File: src/rtl/l1ca_acq_handoff.sv
// l1ca_acq_handoff: launches the L1 C/A fine search, qualifies its result
// against a power threshold with bounded retries, scales the Doppler bin
// into a carrier FCW with a sequential shift-add multiplier, and hands the
// initial NCO words to a tracking channel over valid/ready.
//
// state     | meaning
// ----------+------------------------------------------------------------
// IDLE      | waiting for start
// LAUNCH    | one-cycle search_start pulse
// WAIT_RISE | waiting for the fine search to raise busy
// WAIT_FALL | waiting for busy to drop; result captured on the fall
// EVAL      | threshold / Doppler range test, retry decision
// MULT      | 8-cycle LSB-first shift-add of dop_idx * CARRIER_STEP
// HANDOFF   | trk_valid held until trk_ready
// FAILED    | one-cycle fail pulse
module l1ca_acq_handoff #(
    parameter int unsigned MAX_RETRY    = 2,
    parameter logic [31:0] CARRIER_BASE = 32'd898084362,
    parameter logic [15:0] CARRIER_STEP = 16'd11185,
    parameter logic [7:0]  MAX_DOP_IDX  = 8'd210,
    parameter int unsigned SV_W         = 6
) (
    input  logic            clk,
    input  logic            rst,
    input  logic            start,
    input  logic [SV_W-1:0] sv_in,
    input  logic            abort,
    input  logic [31:0]     threshold,
    output logic            search_start,
    output logic [SV_W-1:0] search_sv,
    input  logic            search_busy,
    input  logic [31:0]     search_acc,
    input  logic [12:0]     search_code_idx,
    input  logic [7:0]      search_dop_idx,
    output logic            trk_valid,
    input  logic            trk_ready,
    output logic [SV_W-1:0] trk_sv,
    output logic [31:0]     trk_carrier_fcw,
    output logic [9:0]      trk_code_chip,
    output logic [31:0]     trk_code_phase,
    output logic [15:0]     trk_doppler_hz,
    output logic            fail,
    output logic            busy
);

    typedef enum logic [2:0] {
        IDLE,
        LAUNCH,
        WAIT_RISE,
        WAIT_FALL,
        EVAL,
        MULT,
        HANDOFF,
        FAILED
    } state_t;

    localparam logic [7:0] RETRY_LIM = 8'(MAX_RETRY);

    state_t state_q, state_d;

    logic [SV_W-1:0] sv_q;
    logic [7:0]      retry_q;
    logic [31:0]     acc_q;
    logic [12:0]     code_q;
    logic [7:0]      dop_q;

    logic [23:0]     prod_q;
    logic [7:0]      dop_sh_q;
    logic [23:0]     step_sh_q;
    logic [2:0]      mult_cnt_q;

    logic [SV_W-1:0] trk_sv_q;
    logic [31:0]     trk_fcw_q;
    logic [9:0]      trk_chip_q;
    logic [31:0]     trk_phase_q;
    logic [15:0]     trk_hz_q;

    logic load_sv, clr_retry, inc_retry, capture, mult_load, mult_step, trk_load;
    logic eval_pass;

    logic [23:0] addend;
    logic [23:0] prod_sum;
    logic [31:0] fcw_sum;
    logic [15:0] dop_hz;

    assign eval_pass = (acc_q > threshold) && (dop_q <= MAX_DOP_IDX);

    // Partial product for the current iteration; the final iteration's sum
    // feeds the FCW directly so HANDOFF is entered with the finished word.
    assign addend   = dop_sh_q[0] ? step_sh_q : 24'd0;
    assign prod_sum = prod_q + addend;
    assign fcw_sum  = CARRIER_BASE + {8'd0, prod_sum};
    // Modulo-2^16 arithmetic yields the correct two's-complement result.
    assign dop_hz   = ({8'd0, dop_q} * 16'd50) - 16'd5250;

    // State register.
    always_ff @(posedge clk) begin
        if (rst) begin
            state_q <= IDLE;
        end else begin
            state_q <= state_d;
        end
    end

    // Next-state logic and datapath strobes; abort overrides everything.
    always_comb begin
        state_d   = state_q;
        load_sv   = 1'b0;
        clr_retry = 1'b0;
        inc_retry = 1'b0;
        capture   = 1'b0;
        mult_load = 1'b0;
        mult_step = 1'b0;
        trk_load  = 1'b0;
        case (state_q)
            IDLE: begin
                if (start) begin
                    load_sv   = 1'b1;
                    clr_retry = 1'b1;
                    state_d   = LAUNCH;
                end
            end
            LAUNCH:    state_d = WAIT_RISE;
            WAIT_RISE: if (search_busy) state_d = WAIT_FALL;
            WAIT_FALL: begin
                if (!search_busy) begin
                    capture = 1'b1;
                    state_d = EVAL;
                end
            end
            EVAL: begin
                if (eval_pass) begin
                    mult_load = 1'b1;
                    state_d   = MULT;
                end else if (retry_q < RETRY_LIM) begin
                    inc_retry = 1'b1;
                    state_d   = LAUNCH;
                end else begin
                    state_d = FAILED;
                end
            end
            MULT: begin
                mult_step = 1'b1;
                if (mult_cnt_q == 3'd7) begin
                    trk_load = 1'b1;
                    state_d  = HANDOFF;
                end
            end
            HANDOFF:   if (trk_ready) state_d = IDLE;
            FAILED:    state_d = IDLE;
            default:   state_d = IDLE;
        endcase
        if (abort) begin
            state_d   = IDLE;
            load_sv   = 1'b0;
            clr_retry = 1'b0;
            inc_retry = 1'b0;
            capture   = 1'b0;
            mult_load = 1'b0;
            mult_step = 1'b0;
            trk_load  = 1'b0;
        end
    end

    // Request context, retry count and captured search result.
    always_ff @(posedge clk) begin
        if (rst) begin
            sv_q    <= '0;
            retry_q <= 8'd0;
            acc_q   <= 32'd0;
            code_q  <= 13'd0;
            dop_q   <= 8'd0;
        end else begin
            if (load_sv) sv_q <= sv_in;
            if (clr_retry) retry_q <= 8'd0;
            else if (inc_retry) retry_q <= retry_q + 8'd1;
            if (capture) begin
                acc_q  <= search_acc;
                code_q <= search_code_idx;
                dop_q  <= search_dop_idx;
            end
        end
    end

    // Shift-add multiplier: multiplicand shifts left, multiplier bits right.
    always_ff @(posedge clk) begin
        if (rst) begin
            prod_q     <= 24'd0;
            dop_sh_q   <= 8'd0;
            step_sh_q  <= 24'd0;
            mult_cnt_q <= 3'd0;
        end else if (mult_load) begin
            prod_q     <= 24'd0;
            dop_sh_q   <= dop_q;
            step_sh_q  <= {8'd0, CARRIER_STEP};
            mult_cnt_q <= 3'd0;
        end else if (mult_step) begin
            prod_q     <= prod_sum;
            dop_sh_q   <= {1'b0, dop_sh_q[7:1]};
            step_sh_q  <= {step_sh_q[22:0], 1'b0};
            mult_cnt_q <= mult_cnt_q + 3'd1;
        end
    end

    // Tracking handoff words, loaded only on entry to HANDOFF.
    always_ff @(posedge clk) begin
        if (rst) begin
            trk_sv_q    <= '0;
            trk_fcw_q   <= 32'd0;
            trk_chip_q  <= 10'd0;
            trk_phase_q <= 32'd0;
            trk_hz_q    <= 16'd0;
        end else if (trk_load) begin
            trk_sv_q    <= sv_q;
            trk_fcw_q   <= fcw_sum;
            trk_chip_q  <= code_q[12:3];
            trk_phase_q <= {code_q[2:0], 29'd0};
            trk_hz_q    <= dop_hz;
        end
    end

    assign search_start    = (state_q == LAUNCH);
    assign search_sv       = sv_q;
    assign trk_valid       = (state_q == HANDOFF);
    assign fail            = (state_q == FAILED);
    assign busy            = (state_q != IDLE);
    assign trk_sv          = trk_sv_q;
    assign trk_carrier_fcw = trk_fcw_q;
    assign trk_code_chip   = trk_chip_q;
    assign trk_code_phase  = trk_phase_q;
    assign trk_doppler_hz  = trk_hz_q;

endmodule

File: config.mk
export PLATFORM = sky130hd
export DESIGN_NAME = l1ca_acq_handoff
export DESIGN_NICKNAME = d
export VERILOG_FILES = /design/src/rtl/l1ca_acq_handoff.sv
export SDC_FILE = /design/constraint.sdc
export NUM_CORES = 1
export LEC_CHECK = 0
export ABC_CLOCK_PERIOD_IN_PS = 4600
export BUFFER_PORTS_ARGS = -buffer_cell sky130_fd_sc_hd__buf_2
export CAP_MARGIN = 15
export CORE_MARGIN = 5
export CORE_UTILIZATION = 35
export DETAILED_ROUTE_END_ITERATION = 8
export SYNTH_ARGS = -nofsm -noshare
export SYNTH_HDL_FRONTEND = slang
export SYNTH_SLANG_ARGS = --single-unit
File: constraint.sdc
create_clock -name clk -period 4.6 [get_ports clk]
set_clock_uncertainty 0.2 [all_clocks]
set_input_delay 0.69 -clock clk [delete_from_list [all_inputs] [get_ports clk]]
set_output_delay 0.69 -clock clk [all_outputs]
set_load 0.03 [all_outputs]
==> flow_metrics.env, run 1 <==
export IMPL_diodes=0
export IMPL_status="complete, no violations"
export IMPL_dr_pass1_iters=4
export IMPL_async_reset_ff_frac=0
export IMPL_yosysTopAreaCellShare=0.357
export IMPL_rr_worst_depth=14
export IMPL_postRouteAntennaNets=0
export IMPL_drtIter0Drc=462
export IMPL_multi_input_comb_area_sq_um=6130
export IMPL_final_util=0.407
export IMPL_worstMarginPinSlew_ps=1010
export IMPL_hold_buffers=0
export IMPL_synth_area_leaders="dfxtp_1, ha_1, nand2_1, a21oi_1, xnor2_1"
export IMPL_required_ps=4750
export IMPL_cts_root_buf="clkbuf_16"
export IMPL_cp_depth=14
export IMPL_drc=0
export IMPL_ys_warn_count=0
export IMPL_rsz0062_at_grt="false"
export IMPL_dieHeight_microns=184
export IMPL_routed_wl_microns=25800
export IMPL_io_buffers=169
export IMPL_synth_avg_cell_area_sq_um=7.96
export IMPL_clock_latency_ps=440
export IMPL_yosysMostFrequentCell="nand2_1"
export IMPL_critical_path_class="reg2reg"
export IMPL_place_hpwl_microns=18900
export IMPL_numCtsBuffers=17
export IMPL_fill_cells=3127
export IMPL_drive_above_1_share=0.163
export IMPL_finalSetupViolations=0
export IMPL_total_leakage_power_nw=5.48
export IMPL_clk_path_buf_depth=2
export IMPL_nNetsFinal=1650
export IMPL_clk_pin_slew_ps=80
export IMPL_crit_path_cell_trace="and2_1, ha_1, inv_1, fa_1, nor2b_4, o31ai_2, a21oi_2, or3b_1, a31oi_1, xnor2_1, nor4_1, a211oi_1, xnor2_1, a211oi_1"
export IMPL_worst_r2r_startpoint="dop_sh_q[0]$_SDFFE_PP0P_"
export IMPL_worst_setup_path_end_kind="flop"
export IMPL_die_x_microns=184
export IMPL_grt_overflow=0
export IMPL_cpMaxStageDelayCell="dfxtp_2"
export IMPL_startpoint_type="flop"
export IMPL_synth_edff_count=0
export IMPL_slowest_delay_ps=530
export IMPL_synth_common_cells="nand2_1, dfxtp_1, a21oi_1"
export IMPL_maxCapViolations=0
export IMPL_ys_flop_type="dfxtp_1"
export IMPL_syn_to_final_growth_pct=14.5
export IMPL_initial_core_util=0.356
export IMPL_grt_pass1_vias=8653
export IMPL_synth_cell_types=71
export IMPL_synth_cells=1330
export IMPL_grt_max_degree=77
export IMPL_ys_ff_latch=189
export IMPL_vdd_drop_max_mv=0.229
export IMPL_hold_violations=0
export IMPL_max_freq_ghz=0.252
export IMPL_r2r_end="trk_carrier_fcw[23]$_SDFFE_PP0P_"
export IMPL_r2r_slack_ps=630
export IMPL_regArea_sq_um=3780
export IMPL_yosys_area_top_type="dfxtp_1"
export IMPL_design_core_area_sq_um=29800
export IMPL_crit_end="trk_carrier_fcw[23]$_SDFFE_PP0P_"
export IMPL_grt_pass1_wl_microns=42800
export IMPL_slew_headroom=0.329
export IMPL_final_setup_tns_ps=0
export IMPL_rows=63
export IMPL_io_pins=203
export IMPL_cts_tree="yes"
export IMPL_fin_crit_sh=0.863
export IMPL_antenna_found_initial=1
export IMPL_cts_sinks=189
export IMPL_cp_top_family="compound AO/OA/AOI/OAI gates"
export IMPL_pwr_density_cell_nw_per_um2=267
export IMPL_crit_start="dop_sh_q[0]$_SDFFE_PP0P_"
export IMPL_cts_max_level=4
export IMPL_ys_seq_area_frac=0.357
export IMPL_via_per_inst=4.88
export IMPL_worst_hold_slack_ps=250
export IMPL_die_area_sq_um=33800
export IMPL_totalPowerFinal_mw=3.23
export IMPL_whs_path_depth=2
export IMPL_slew_violations=0
export IMPL_gp_congestion=0.842
export IMPL_wire_per_inst_microns=13.9
export IMPL_arrival_ps=4120
export IMPL_worstHoldPathType="reg2reg"
export IMPL_synthesis_area_sq_um=10600
export IMPL_post_cts_buffers=0
export IMPL_crit_buf_inv=1
export IMPL_hp_start="trk_doppler_hz[10]$_SDFFE_PP0P_"
export IMPL_min_period_ps=3970
export IMPL_grt_usage=0.151
export IMPL_vias=9069
export IMPL_worstPathMaxFanout=25
-- sequential cells by signal (all words and copies together) (netlist names) --
| register | cells |
|---|---|
| state_q | 3 |
| acc_q | 32 |
| retry_q | 8 |
| trk_carrier_fcw | 27 |
| mult_cnt_q | 3 |
| trk_code_phase | 3 |
| code_q | 13 |
| prod_q | 24 |
| dop_q | 8 |
| trk_sv | 6 |
| dop_sh_q | 8 |
| search_sv | 6 |
| trk_code_chip | 10 |
| step_sh_q | 24 |
| trk_doppler_hz | 14 |
-- how the worst min path moves through the flow --
stage,to,slack (ps)
final,trk_doppler_hz[10]$_SDFFE_PP0P_,250
after global routing,acc_q[12]$_SDFFE_PP0P_,270
after CTS,trk_doppler_hz[10]$_SDFFE_PP0P_,250
after detailed placement,trk_code_chip[1]$_SDFFE_PP0P_,240
after global placement,trk_code_phase[29]$_SDFFE_PP0P_,240
after floorplan,retry_q[4]$_SDFFE_PP0P_,230
-- logic make-up after synthesis --
logic type | count (synthesis) | share of synthesized area
DFF | 189 | 0.357
buffers and inverters | 165 | 0.0768
other | 1 | 0.000354
xor gates and xnor gates | 57 | 0.0471
adders and majority gates | 99 | 0.120
muxes | 9 | 0.00862
AOI/OAI and AO/OA | 312 | 0.182
and+or+nand+nor | 498 | 0.208
-- layout make-up --
class                      count  area share
clock inverter                14      0.0102
timing repair buffer         180      0.0778
tap                          390      0.0402
clock buffer                  18      0.0362
sequential                   189       0.312
multi-input combinational   1008       0.505
inverter                      58      0.0180
-- cell usage in the layout, fill, tap and decap left out, types with 8 or more instances in the layout --
cell,instances
buf_4,11
nand3_1,16
o21ai_0,18
nor2_1,68
buf_2,168
xor2_1,23
inv_1,58
nand2_1,297
dfxtp_1,188
a21o_1,22
nor3_1,20
and2_1,36
clkbuf_16,17
a31oi_1,11
mux2i_1,8
ha_1,95
a211oi_1,32
a21oi_1,176
xnor2_1,34
conb_1,33
nand4_1,13
-- worst register-to-register path, stage by stage, from the launching register on --
cell      delay (ps)
dfxtp_2          530
and2_1           180
ha_1             190
inv_1             70
fa_1             450
nor2b_4          190
o31ai_2          100
a21oi_2          250
or3b_1           160
a31oi_1           90
xnor2_1          520
nor4_1           170
a211oi_1         430
xnor2_1          130
a211oi_1         220
-- routing by layer --
metal,vias up,global-route usage,part of all wire
met2,215,0.244,0.45
met5,-,0,0
met1,4131,0.204,0.48
met4,0,0.0296,0.0079
li1,4711,-,-
met3,12,0.0435,0.065
-- through the flow --
step / instance area (sq um) / worst slack, ps / std cells
2_1_floorplan: 10700 / 963 / 1362
3_3_place_gp: 11600 / 565 / 1825
3_5_place_dp: 11600 / 428 / 1825
4_1_cts: 12100 / 381 / 1857
5_1_grt: 12100 / 195 / 1857
6_report: 12100 / 630 / 1857
-- what timing repair did --
action / CTS / global route
gates resized for setup: 0 / 1
hold endpoints to repair: 0 / 0
endpoints found under the setup margin: 0 / 2
-- report_power, final --
| group | internal, mW | total, mW | switching [mW] |
|---|---|---|---|
| Combinational | 0.0505 | 0.160 | 0.109 |
| Sequential | 1.64 | 1.64 | 0.00397 |
| Clock | 0.729 | 1.43 | 0.701 |
| Total | 2.42 | 3.23 | 0.814 |
No activity file was read; power rests on OpenSTA's default activity.
==> inputs of run 2 (changes only) <==
- CORE_ASPECT_RATIO: unset -> 1.2
==> run 2 against run 1 <==
Compared with the run above:
- count of clock-buffer cells in the layout decreased by 1
- sequential share of layout area is 0.13 points lower
- largest power group unchanged
- final area rose by 0.39%
- via count rose by 0.86%
- maximum frequency is 0.77% lower
- setup slack worse by 31 ps
- critical path type unchanged
- power up 1.3%
- final cell count rose by 0.22%
- critical path depth shrank 1
- non-clock buffer count up 3
==> flow_metrics.env, run 2 (synthesis gave the netlist of run 1 again) <==
export IMPL_cts_max_level=4
export IMPL_grt_max_degree=65
export IMPL_final_setup_tns_ps=0
export IMPL_slew_headroom=0.294
export IMPL_maxCapViolations=0
export IMPL_final_cells=1861
export IMPL_max_freq_ghz=0.250
export IMPL_seqPwrFrac=0.501
export IMPL_status="complete, no violations"
export IMPL_numCtsBuffers=17
export IMPL_worstMarginPinSlew_ps=1060
export IMPL_vias=9147
export IMPL_total_leakage_power_nw=5.50
export IMPL_multi_input_comb_area_sq_um=6130
export IMPL_io_buffers=169
export IMPL_min_period_ps=4000
export IMPL_arrival_ps=4160
export IMPL_required_ps=4760
export IMPL_worst_hold_slack_ps=248
export IMPL_worstPathMaxFanout=14
export IMPL_final_util=0.409
export IMPL_cts_resized=0
export IMPL_grt_usage=0.160
export IMPL_crit_end="trk_carrier_fcw[23]$_SDFFE_PP0P_"
export IMPL_die_area_sq_um=33900
export IMPL_dr_pass1_iters=5
export IMPL_postRouteAntennaNets=0
export IMPL_design_area_sq_um=12200
export IMPL_mostFrequentLayoutCells="nand2_1, dfxtp_1, a21oi_1"
export IMPL_fill_cells=3070
export IMPL_grt_pass1_vias=9200
export IMPL_place_hpwl_microns=19900
export IMPL_clock_latency_ps=440
export IMPL_rr_worst_depth=13
export IMPL_slew_violations=0
export IMPL_totalPowerFinal_mw=3.27
export IMPL_switching_share=0.261
export IMPL_die_x_microns=169
export IMPL_r2r_slack_ps=600
export IMPL_cts_root_buf="clkbuf_16"
export IMPL_gp_congestion=0.914
export IMPL_wire_per_inst_microns=14.4
export IMPL_grt_overflow=0
export IMPL_place_ws_ps=613
export IMPL_critical_path_class="reg2reg"
export IMPL_worstHoldPathType="reg2reg"
export IMPL_worst_setup_path_end_kind="flop"
export IMPL_crit_start="dop_sh_q[0]$_SDFFE_PP0P_"
export IMPL_hold_buffers=0
export IMPL_r2r_end="trk_carrier_fcw[23]$_SDFFE_PP0P_"
export IMPL_nNetsFinal=1653
export IMPL_finalSetupViolations=0
export IMPL_startpoint_type="flop"
export IMPL_initial_core_util=0.356
export IMPL_rsz0062_at_grt="false"
export IMPL_dieHeight_microns=201
export IMPL_layout_setup_ws_ps=600
export IMPL_cts_tree="yes"
export IMPL_worst_r2r_startpoint="dop_sh_q[0]$_SDFFE_PP0P_"
export IMPL_routed_wl_microns=26900
export IMPL_vdd_drop_max_mv=0.265
export IMPL_design_core_area_sq_um=29800
export IMPL_hp_start="code_q[7]$_SDFFE_PP0P_"
export IMPL_cts_sinks=189
export IMPL_drc=0
export IMPL_fin_crit_sh=0.870
export IMPL_top_register="acc_q"
export IMPL_clk_path_buf_depth=2
export IMPL_rows=69
export IMPL_dp_cells=1828
export IMPL_power_share_clock=0.450
export IMPL_comb_power_share=0.049
export IMPL_via_per_inst=4.92
export IMPL_netSwitchingPower_mw=0.855
export IMPL_drive_above_1_share=0.164
export IMPL_antenna_found_initial=2
export IMPL_pwr_density_cell_nw_per_um2=269
export IMPL_largest_register_ff_count=32
export IMPL_hold_violations=0
export IMPL_drtIter0Drc=366
export IMPL_grt_pass1_wl_microns=45400
export IMPL_io_pins=203
export IMPL_clk_pin_slew_ps=80
export IMPL_postPlaceCellArea_sq_um=11600
export IMPL_syn_to_final_growth_pct=14.9
export IMPL_post_cts_buffers=0
export IMPL_intPower_mw=2.42
export IMPL_regArea_sq_um=3780
export IMPL_mostFrequentLayoutCell="nand2_1"
## run 2: worst max-delay path, stage by stage (launching register included)
cell and delay [ps]:
dfxtp_1 510, buf_4 230, and2_1 140, ha_1 320
and2_1 230, and3_1 190, a2111oi_0 430, o211ai_1 230
and4bb_1 270, a21oi_1 270, o21ai_2 150, a211oi_1 390
xnor2_1 120, a211oi_1 220
## run 2: how the worst min path moves through the flow
stage / end / slack (ps) / cells after the start
5_1_grt: search_sv[3]$_SDFFE_PP0P_ / 270 / 3
2_1_floorplan: retry_q[4]$_SDFFE_PP0P_ / 230 / 1
6_report: trk_code_chip[4]$_SDFFE_PP0P_ / 250 / 2
4_1_cts: search_sv[3]$_SDFFE_PP0P_ / 250 / 3
3_5_place_dp: trk_carrier_fcw[12]$_SDFFE_PP0P_ / 240 / 2
3_3_place_gp: trk_code_chip[9]$_SDFFE_PP0P_ / 240 / 2
## run 2: per-layer routing
layer	global-route usage	wire length, microns	vias up
met3	0.0410	1460	43
met5	0	13	-
met2	0.278	13300	203
li1	-	-	4719
met4	0.0586	663	2
met1	0.189	11400	4180
## run 2: area by class of cell
cell class / instances / share of cell area
sequential: 189 / 0.311
clock buffer: 17 / 0.0349
tap: 390 / 0.0401
multi-input combinational: 1008 / 0.503
clock inverter: 15 / 0.0133
timing repair buffer: 183 / 0.0793
inverter: 58 / 0.0179
antenna: 1 / 0.000206
## run 2: power groups by stage
stage,Combinational [mW],Clock (mW),Sequential (mW)
global route,0.177,1.59,1.64
floorplan,0.116,0,1.68
detailed placement,0.161,0,1.68
global placement,0.159,0,1.68
finish,0.160,1.47,1.64
CTS,0.162,1.52,1.64
